**src/rtl/interboard_pkg.sv**
```systemverilog
// Shared types for the inter-board transmitter: message layout, beat encodings, FSM states.
package interboard_pkg;

    localparam int unsigned TYPE_W = 3;
    localparam int unsigned NUM_W  = 5;
    localparam int unsigned MSG_W  = TYPE_W + NUM_W;
    localparam int unsigned BEAT_W = 6;

    // Message-type codes
    localparam logic [TYPE_W-1:0] MT_NOP    = 3'd0;
    localparam logic [TYPE_W-1:0] MT_PING   = 3'd1;
    localparam logic [TYPE_W-1:0] MT_CMD    = 3'd2;
    localparam logic [TYPE_W-1:0] MT_STATUS = 3'd3;
    localparam logic [TYPE_W-1:0] MT_DATA   = 3'd4;
    localparam logic [TYPE_W-1:0] MT_ERROR  = 3'd7;

    // Queue entry as stored in the FIFO
    typedef struct packed {
        logic [TYPE_W-1:0] msg_type;
        logic [NUM_W-1:0]  number;
    } msg_t;

    typedef enum logic [2:0] {
        ST_IDLE   = 3'd0,
        ST_SETUP0 = 3'd1,
        ST_REQ0   = 3'd2,
        ST_REL0   = 3'd3,
        ST_SETUP1 = 3'd4,
        ST_REQ1   = 3'd5,
        ST_REL1   = 3'd6
    } state_e;

    // First beat carries the type; bit 5 clear marks it as beat0
    function automatic logic [BEAT_W-1:0] beat0(input msg_t m);
        return {3'b000, m.msg_type};
    endfunction

    // Second beat carries the number; bit 5 set marks it as beat1
    function automatic logic [BEAT_W-1:0] beat1(input msg_t m);
        return {1'b1, m.number};
    endfunction

endpackage

```
**src/rtl/msg_fifo.sv**
```systemverilog
// Message queue: DEPTH entries of 8 bits, head readable without popping.
module msg_fifo
    import interboard_pkg::*;
#(
    parameter int unsigned DEPTH = 4
) (
    input  logic             clk,
    input  logic             rst,
    input  logic             push,
    input  logic [MSG_W-1:0] wdata,
    input  logic             pop,
    output logic [MSG_W-1:0] rdata_c,
    output logic             empty_c,
    output logic             full_c,
    output logic             empty_next_c,
    output logic             ready
);

    localparam int unsigned PTR_W = $clog2(DEPTH);
    localparam int unsigned CNT_W = $clog2(DEPTH + 1);

    logic [MSG_W-1:0] mem_q [DEPTH];
    logic [PTR_W-1:0] wr_ptr_q, wr_ptr_d;
    logic [PTR_W-1:0] rd_ptr_q, rd_ptr_d;
    logic [CNT_W-1:0] count_q, count_d;
    logic             ready_q, ready_d;
    logic             push_ok, pop_ok;

    assign full_c  = (count_q == CNT_W'(DEPTH));
    assign empty_c = (count_q == '0);
    assign rdata_c = mem_q[rd_ptr_q];
    assign ready   = ready_q;

    // Pointer/count update; pointers wrap naturally since DEPTH is a power of two
    always_comb begin
        push_ok  = push && !full_c;
        pop_ok   = pop && !empty_c;
        wr_ptr_d = push_ok ? wr_ptr_q + PTR_W'(1) : wr_ptr_q;
        rd_ptr_d = pop_ok  ? rd_ptr_q + PTR_W'(1) : rd_ptr_q;
        count_d  = count_q;
        case ({push_ok, pop_ok})
            2'b10:   count_d = count_q + CNT_W'(1);
            2'b01:   count_d = count_q - CNT_W'(1);
            default: ;
        endcase
        ready_d      = (count_d != CNT_W'(DEPTH));
        empty_next_c = (count_d == '0);
    end

    // Control state registers
    always_ff @(posedge clk or negedge rst) begin
        if (!rst) begin
            wr_ptr_q <= '0;
            rd_ptr_q <= '0;
            count_q  <= '0;
            ready_q  <= 1'b1;
        end else begin
            wr_ptr_q <= wr_ptr_d;
            rd_ptr_q <= rd_ptr_d;
            count_q  <= count_d;
            ready_q  <= ready_d;
        end
    end

    // Storage array, written only on an accepted push
    always_ff @(posedge clk) begin
        if (push_ok) begin
            mem_q[wr_ptr_q] <= wdata;
        end
    end

endmodule

```
**src/rtl/interboard_tx.sv**
```systemverilog
// Sends queued messages to a peer board as two beats over a four-phase handshake.
module interboard_tx
    import interboard_pkg::*;
#(
    parameter int unsigned DEPTH          = 4,
    parameter int unsigned TIMEOUT_CYCLES = 1000000
) (
    input  logic              clk,
    input  logic              rst,
    input  logic              ctrl_en,
    input  logic [TYPE_W-1:0] ctrl_msg_type,
    input  logic [NUM_W-1:0]  ctrl_number,
    input  logic              Ack_in,
    output logic              inter_ready,
    output logic              Request_out,
    output logic [BEAT_W-1:0] inter_data_out,
    output logic              busy,
    output logic              tx_done,
    output logic              tx_timeout,
    output logic              overflow
);

    localparam int unsigned TMO_W = (TIMEOUT_CYCLES > 1) ? $clog2(TIMEOUT_CYCLES) : 1;

    state_e            state_q, state_d;
    logic [TMO_W-1:0]  tmo_q, tmo_d;
    logic [BEAT_W-1:0] data_q, data_d;
    logic              req_q, req_d;
    logic              busy_q, busy_d;
    logic              done_q, done_d;
    logic              tmo_pulse_q, tmo_pulse_d;
    logic              ovf_q, ovf_d;
    logic              ack_meta_q, ack_s_q;

    logic              pop_c;
    logic              in_wait_c, tmo_hit_c;
    logic [MSG_W-1:0]  fifo_rdata_c;
    logic              fifo_empty_c, fifo_full_c, fifo_empty_next_c, fifo_ready;
    msg_t              head_c;

    msg_fifo #(.DEPTH(DEPTH)) u_fifo (
        .clk          (clk),
        .rst          (rst),
        .push         (ctrl_en),
        .wdata        ({ctrl_msg_type, ctrl_number}),
        .pop          (pop_c),
        .rdata_c      (fifo_rdata_c),
        .empty_c      (fifo_empty_c),
        .full_c       (fifo_full_c),
        .empty_next_c (fifo_empty_next_c),
        .ready        (fifo_ready)
    );

    assign head_c = msg_t'(fifo_rdata_c);

    // Two-flop synchronizer for the peer acknowledge
    always_ff @(posedge clk or negedge rst) begin
        if (!rst) begin
            ack_meta_q <= 1'b0;
            ack_s_q    <= 1'b0;
        end else begin
            ack_meta_q <= Ack_in;
            ack_s_q    <= ack_meta_q;
        end
    end

    // Next state, registered outputs and timeout counter
    always_comb begin
        state_d     = state_q;
        data_d      = data_q;
        req_d       = 1'b0;
        pop_c       = 1'b0;
        done_d      = 1'b0;
        tmo_pulse_d = 1'b0;
        in_wait_c   = (state_q inside {ST_REQ0, ST_REL0, ST_REQ1, ST_REL1});
        tmo_hit_c   = in_wait_c && (tmo_q == TMO_W'(TIMEOUT_CYCLES - 1));

        if (tmo_hit_c) begin
            state_d     = ST_IDLE;
            pop_c       = 1'b1;
            tmo_pulse_d = 1'b1;
        end else begin
            case (state_q)
                ST_IDLE:   if (!fifo_empty_c && !ack_s_q) state_d = ST_SETUP0;
                ST_SETUP0: begin
                    data_d  = beat0(head_c);
                    state_d = ST_REQ0;
                end
                ST_REQ0:   if (ack_s_q) state_d = ST_REL0; else req_d = 1'b1;
                ST_REL0:   if (!ack_s_q) state_d = ST_SETUP1;
                ST_SETUP1: begin
                    data_d  = beat1(head_c);
                    state_d = ST_REQ1;
                end
                ST_REQ1:   if (ack_s_q) state_d = ST_REL1; else req_d = 1'b1;
                ST_REL1: begin
                    if (!ack_s_q) begin
                        pop_c   = 1'b1;
                        done_d  = 1'b1;
                        state_d = ST_IDLE;
                    end
                end
                default:   state_d = ST_IDLE;
            endcase
        end

        // Counter restarts on every state entry and only runs while waiting on the peer
        tmo_d  = (state_d != state_q || !in_wait_c) ? '0 : tmo_q + TMO_W'(1);
        ovf_d  = ctrl_en && fifo_full_c;
        busy_d = (state_d != ST_IDLE) || !fifo_empty_next_c;
    end

    // FSM and output registers
    always_ff @(posedge clk or negedge rst) begin
        if (!rst) begin
            state_q     <= ST_IDLE;
            tmo_q       <= '0;
            data_q      <= '0;
            req_q       <= 1'b0;
            busy_q      <= 1'b0;
            done_q      <= 1'b0;
            tmo_pulse_q <= 1'b0;
            ovf_q       <= 1'b0;
        end else begin
            state_q     <= state_d;
            tmo_q       <= tmo_d;
            data_q      <= data_d;
            req_q       <= req_d;
            busy_q      <= busy_d;
            done_q      <= done_d;
            tmo_pulse_q <= tmo_pulse_d;
            ovf_q       <= ovf_d;
        end
    end

    assign inter_ready    = fifo_ready;
    assign Request_out    = req_q;
    assign inter_data_out = data_q;
    assign busy           = busy_q;
    assign tx_done        = done_q;
    assign tx_timeout     = tmo_pulse_q;
    assign overflow       = ovf_q;

endmodule
```
**config.mk**
```make
export PLATFORM = sky130hd
export DESIGN_NAME = interboard_tx
export DESIGN_NICKNAME = d
export VERILOG_FILES = /design/src/rtl/interboard_pkg.sv /design/src/rtl/msg_fifo.sv /design/src/rtl/interboard_tx.sv
export SDC_FILE = /design/constraint.sdc
export NUM_CORES = 1
export LEC_CHECK = 0
export BUFFER_PORTS_ARGS = -buffer_cell sky130_fd_sc_hd__buf_2
export CORE_ASPECT_RATIO = 0.9
export CORE_UTILIZATION = 35
export DETAILED_ROUTE_END_ITERATION = 12
export GPL_TIMING_DRIVEN = 0
export PLACE_DENSITY_LB_ADDON = 0.2
export SYNTH_ARGS = -nofsm -noshare
export SYNTH_HDL_FRONTEND = slang
export SYNTH_HIERARCHICAL = 1
export SYNTH_SLANG_ARGS = --single-unit
export TNS_END_PERCENT = 100
```
**constraint.sdc**
```tcl
create_clock -name clk -period 3.84 [get_ports clk]
set_clock_uncertainty 0.05 [all_clocks]
set_input_delay 0.768 -clock clk [delete_from_list [all_inputs] [get_ports clk]]
set_output_delay 0.768 -clock clk [all_outputs]
set_load 0.02 [all_outputs]
```
After elaboration in Yosys (flattened, before gate mapping):

Memory sizes are Yosys's and may differ from the RTL's.
Index checks and enable logic that the tools add are counted.

* output and inout bits: 12
* bits of input ports: 12
* flip-flop bits (word level): 44
* memories: 1
* memory bits (writable): 32

Memories
* u_fifo.mem_q: depth 4, bits a word 8, read ports 1, clocked after Yosys merged registers in 0, wr ports 1, line msg_fifo.sv:22 `logic [MSG_W-1:0] mem_q [DEPTH];`

* bitwise operators: 1
* multiplexer cells: 19
* add/subtract/negate cells: 5
* reduce and logical (&&, ||, !) cells: 20
* equal/unequal tests: 12

Operator list (count)
* one-hot mux 3 bit (7 select lines): 1
* adder 20 x 1 -> 20 bit (second input constant): 1
* equality test 20 bit (second input constant): 1
* 2-to-1 mux 20 bit: 1
* 2-to-1 mux 3 bit: 6
* equality test 3 bit (second input constant): 4
* one-hot mux 6 bit (2 select lines): 1
* zero test 3 bit: 3
* 2-to-1 mux 1 bit: 9
* equality test 3 x 2 -> 1 bit (second input constant): 2
* one-hot mux 3 bit (2 select lines): 1
* logical AND 1 bit: 5
* zero test 1 bit: 5
* adder 2 x 1 -> 2 bit (second input constant): 2
* nonzero test 4 bit: 1
* adder 3 x 1 -> 3 bit (second input constant): 1
* equality test 3 x 1 -> 1 bit (second input constant): 1
* inequality test 3 bit: 1
* inequality test 3 bit (second input constant): 1
* nonzero test 3 bit: 1
* subtractor 3 x 1 -> 3 bit (second input constant): 1
* equality test 2 x 1 -> 1 bit (second input constant): 1
* equality test 2 bit (second input constant): 1
* logical OR 1 bit: 2
* 4 further kinds: 4

Depth between registers and ports, before layout:

* depth in word-level cells: 10
* gate-level depth with buffers: 13
* mapped depth without buffers: 13

Hierarchy:

Netlist, hierarchy kept.

Modules (own cells, without submodules)
* interboard_tx: cells an instance 185, seq. area each 900.9 um^2, instances 1, area an instance 1845.5 um^2
* msg_fifo: cells an instance 85, seq. area each 1162.4 um^2, instances 1, area an instance 1650.3 um^2

Least setup slack after synthesis:

No wires, ideal clock.

* path kind: register -> register
* from: register tmo_q[0]
* to: register busy_q (netlist: busy)
* setup time: 0.144 ns
* stages on the path, launching flop included: 14
* slack: 0.843 ns
* required time: 3.646 ns
* data arrival time: 2.803 ns
* buffers on the path: 0
* cells stage by stage: dfrtp_1 -> ha_1 -> and4_1 -> nand2_1 -> nor4_4 -> nand2b_1 -> o31a_2 -> ha_1 -> inv_1 -> fa_1 -> xor2_1 -> o21a_1 -> nor3_1 -> o21ai_0

* longest elaborated chain between the ends: 9

RTL lines
* start, declared: line interboard_tx.sv:26 `logic [TMO_W-1:0] tmo_q, tmo_d;`
* start signal, assigned: line interboard_tx.sv:126 `tmo_q <= tmo_d;`
* equality test 20 bit (*): line interboard_tx.sv:76 `tmo_hit_c = in_wait_c && (tmo_q == TMO_W'(TIMEOUT_CYCLES - 1));`
* logical AND 1 bit (*): line interboard_tx.sv:76
* 2-to-1 mux 1 bit (*): line interboard_tx.sv:78 `if (tmo_hit_c) begin`
* net pop_c: line interboard_tx.sv:35 `logic pop_c;`
* logical AND 1 bit (*): line msg_fifo.sv:37 `pop_ok = pop && !empty_c;`
* net u_fifo.pop_ok: line msg_fifo.sv:27 `logic push_ok, pop_ok;`
* equality test 2 x 1 -> 1 bit / equality test 2 bit (equally long branches): line msg_fifo.sv:41 `case ({push_ok, pop_ok})`
* one-hot mux 3 bit (2 select lines) (*): line msg_fifo.sv:41
* zero test 3 bit (*): line msg_fifo.sv:47 `empty_next_c = (count_d == '0);`
* net fifo_empty_next_c: line interboard_tx.sv:38 `logic fifo_empty_c, fifo_full_c, fifo_empty_next_c, fifo_ready;`
* zero test 1 bit (*): line interboard_tx.sv:110 `busy_d = (state_d != ST_IDLE) || !fifo_empty_next_c;`
* logical OR 1 bit (*): line interboard_tx.sv:110
* net busy_d: line interboard_tx.sv:29 `logic busy_q, busy_d;`
* end signal, assigned: line interboard_tx.sv:129 `busy_q <= busy_d;`
* end, declared: line interboard_tx.sv:29

Mark *: on every way through the listed nets, which the timed path passes. The rest lies on a longest branch.
A chain may end at the register's enable or synchronous reset.

Worst setup path in the final report:

Ends and elaborated chain as after synthesis.

==> results.json <==
{
  "setup_viol": 0,
  "finalSetupTns_ns": 0,
  "place_inst": 419,
  "numClockSinks": 76,
  "clock_latency_ns": 0.36,
  "grt_max_degree": 45,
  "yosys_warnings": 6,
  "vias_per_cell": 5.15,
  "synth.ff_latch_count": 76,
  "yosys.area.top_type_share": 0.308,
  "fin_crit_sh": 0.872,
  "ant_nets": 0,
  "dp_hpwl_um": 4710,
  "layoutNonFillerInstCount": 437,
  "wire_per_inst_um": 15.4,
  "num_rows": 34,
  "synthTopCellsByArea": "dfrtp_1, edfxtp_1, mux4_2, nor3_1, xnor2_1",
  "gp_congestion": 0.720,
  "syn_to_final_growth_pct": 14.5,
  "cts_root_buf": "clkbuf_8",
  "port_buffers": 23,
  "critPathArrivalTime_ns": 3.52,
  "holdWs_ns": 0.326,
  "max_freq_mhz": 299,
  "syn_nets": 289,
  "hp-class": "flip-flop to flip-flop",
  "synthDistinctLibCells": 55,
  "p_leak_nw": 1.57,
  "criticalPathCategory": "flip-flop to flip-flop",
  "dp_slack_ns": 0.252,
  "boundaryPins": 24,
  "initial_core_util": 0.360,
  "syn_area_mm2": 0.00350,
  "slew_viol_final": 0,
  "cts_tree": "done",
  "final_common_cell": "dfrtp_1",
  "die_w_um": 107,
  "synth_edf_count": 32,
  "h-tree-depth": 3,
  "max-clock-path-buffers": 2,
  "power_density_mw_per_mm2": 674,
  "track_usage": 0.148,
  "overflow": 0,
  "die_y_um": 96.8,
  "vias": 2251,
  "setup_ws_ns": 0.492,
  "grt_pass1_vias": 2176,
  "antenna_found_initial": 0,
  "drt_iter0_drc": 106,
  "grt_pass1_wl_um": 11600,
  "cp.required_ns": 4.01,
  "period_minus_slack_ns": 3.35,
  "layout.nets": 325,
  "peakVddDrop_uv": 338,
  "numCtsBuffers": 9,
  "fillers": 940,
  "status": "finished clean",
  "yosysSeqAreaShare": 0.590,
  "cts_resized": 0,
  "wirelength_um": 6730,
  "dieArea_mm2": 0.0104,
  "startpoint_type": "flip-flop",
  "drive_gt1_frac": 0.206,
  "end_kind": "flip-flop",
  "final_cell_mix": "dfrtp_1, edfxtp_1, buf_2, nor3_1, nand2_1",
  "clkSlewWorstSetupHoldPaths_ns": 0.08,
  "antenna_cells": 0,
  "synth_top_cell_by_area": "dfrtp_1",
  "fp.coreArea_mm2": 0.00970,
  "async_reset_ff_frac": 0.579,
  "synth_cells": 270,
  "worst_pin_slew_ns": 1.01,
  "hold_viol": 0,
  "rsz0062_at_grt": "no",
  "drt_pass1_iterations": 4,
  "relSlewSlack": 0.328,
  "ys.flop_type": "dfrtp_1",
  "drc": 0,
  "max_cap_violations": 0,
  "synth_area_per_cell_um2": 12.9,
  "worstPathMaxFanout": 5
}
==> cells in the mapped netlist (7+ instances only) <==
| master | instances |
|---|---|
| xor2_1 | 7 |
| edfxtp_1 | 32 |
| nor3_1 | 21 |
| xnor2_1 | 12 |
| mux4_2 | 8 |
| o21ai_0 | 10 |
| dfrtp_1 | 43 |
| nand2_1 | 16 |
| inv_1 | 8 |
| nand3_1 | 7 |
==> flip-flops by register name (all words and copies together) (netlist names), 2 cells and up, named ones only <==
| name | flops |
|---|---|
| u_fifo/mem_q | 32 |
| tmo_q | 20 |
| inter_data_out | 6 |
| state_q | 3 |
| u_fifo/count_q | 2 |
| u_fifo/rd_ptr_q | 2 |
| u_fifo/wr_ptr_q | 2 |
==> final cells by class <==
class	instances	area, um^2	share of cell area
Buffer	11	60.1	0.0150
Clock buffer	10	128	0.0319
Clock inverter	6	90.1	0.0225
Inverter	10	37.5	0.00938
Multi-Input combinational cell	173	1340	0.334
Sequential cell	76	2060	0.516
Tap cell	126	158	0.0394
Timing Repair Buffer	25	130	0.0325
==> worst max-delay path, stage by stage, from the launching register on <==
cell and delay, ns:
dfrtp_1 0.39, ha_1 0.25, and4_1 0.33, nand2_1 0.14, nor4_4 0.41, nand2b_1 0.16, o31a_2 0.18, ha_1 0.19
inv_1 0.06, fa_1 0.49, and3b_1 0.15, a31oi_1 0.05, nor3_1 0.24, o21ai_0 0.13
==> path summary, 6_finish.rpt <==
kind,slack [ns],end,startpoint,depth (start not counted)
worst max register to register,0.49,busy$_DFF_PN0_,tmo_q[0]$_DFF_PN0_,13
max in group asynchronous,2.59,tmo_q[4]$_DFF_PN0_,rst,1
worst min-delay path,0.33,ack_s_q$_DFF_PN0_,ack_meta_q$_DFF_PN0_,0
worst min register to register,0.33,ack_s_q$_DFF_PN0_,ack_meta_q$_DFF_PN0_,0
worst max-delay path,0.49,busy$_DFF_PN0_,tmo_q[0]$_DFF_PN0_,13
min in group asynchronous,0.53,u_fifo/wr_ptr_q[0]$_DFFE_PN0P_,rst,1
==> where the power goes <==
group | switching (mW) | internal, mW
sequential | 0.102 | 1.04
combinational | 0.527 | 0.369
clock | 0.295 | 0.367
total | 0.924 | 1.77
==> per-layer routing <==
layer | wire length [um] | vias up | GRT usage
li1 | - | 1085 | -
met1 | 3400 | 1123 | 0.218
met2 | 3010 | 35 | 0.201
met3 | 234 | 8 | 0.0472
met4 | 95 | 0 | 0.0537
met5 | 0 | - | 0
==> cell families (layout without fill, tap and decap cells) <==
family                   after synthesis  count (layout)  synth area share
AND/OR/NAND/NOR                       94              94             0.166
flip-flops                            76              76             0.590
AO/OA/AOI/OAI                         43              43            0.0820
buffers and inverters                 21              62            0.0279
XOR/XNOR                              19              19            0.0476
multiplexers                          10              10            0.0587
adder cells (fa/ha/maj)                7               7            0.0272
==> metrics by stage <==
step	power [mW]	area, um^2	util
after floorplan	1.81	3500	-
after global routing	2.90	4000	0.413
after global placement	2.05	3770	0.389
final	2.70	4000	0.413
after CTS	2.74	3990	0.411
after detailed placement	2.07	3770	0.389
==> timing repair <==
item | 4_1_cts | 5_1_grt
hold buffers | 0 | 0
setup buffers | 0 | 2
endpoints found under the setup margin | 0 | 1
endpoints found under the hold margin | 0 | 0
No activity file was read; power rests on OpenSTA's default activity.
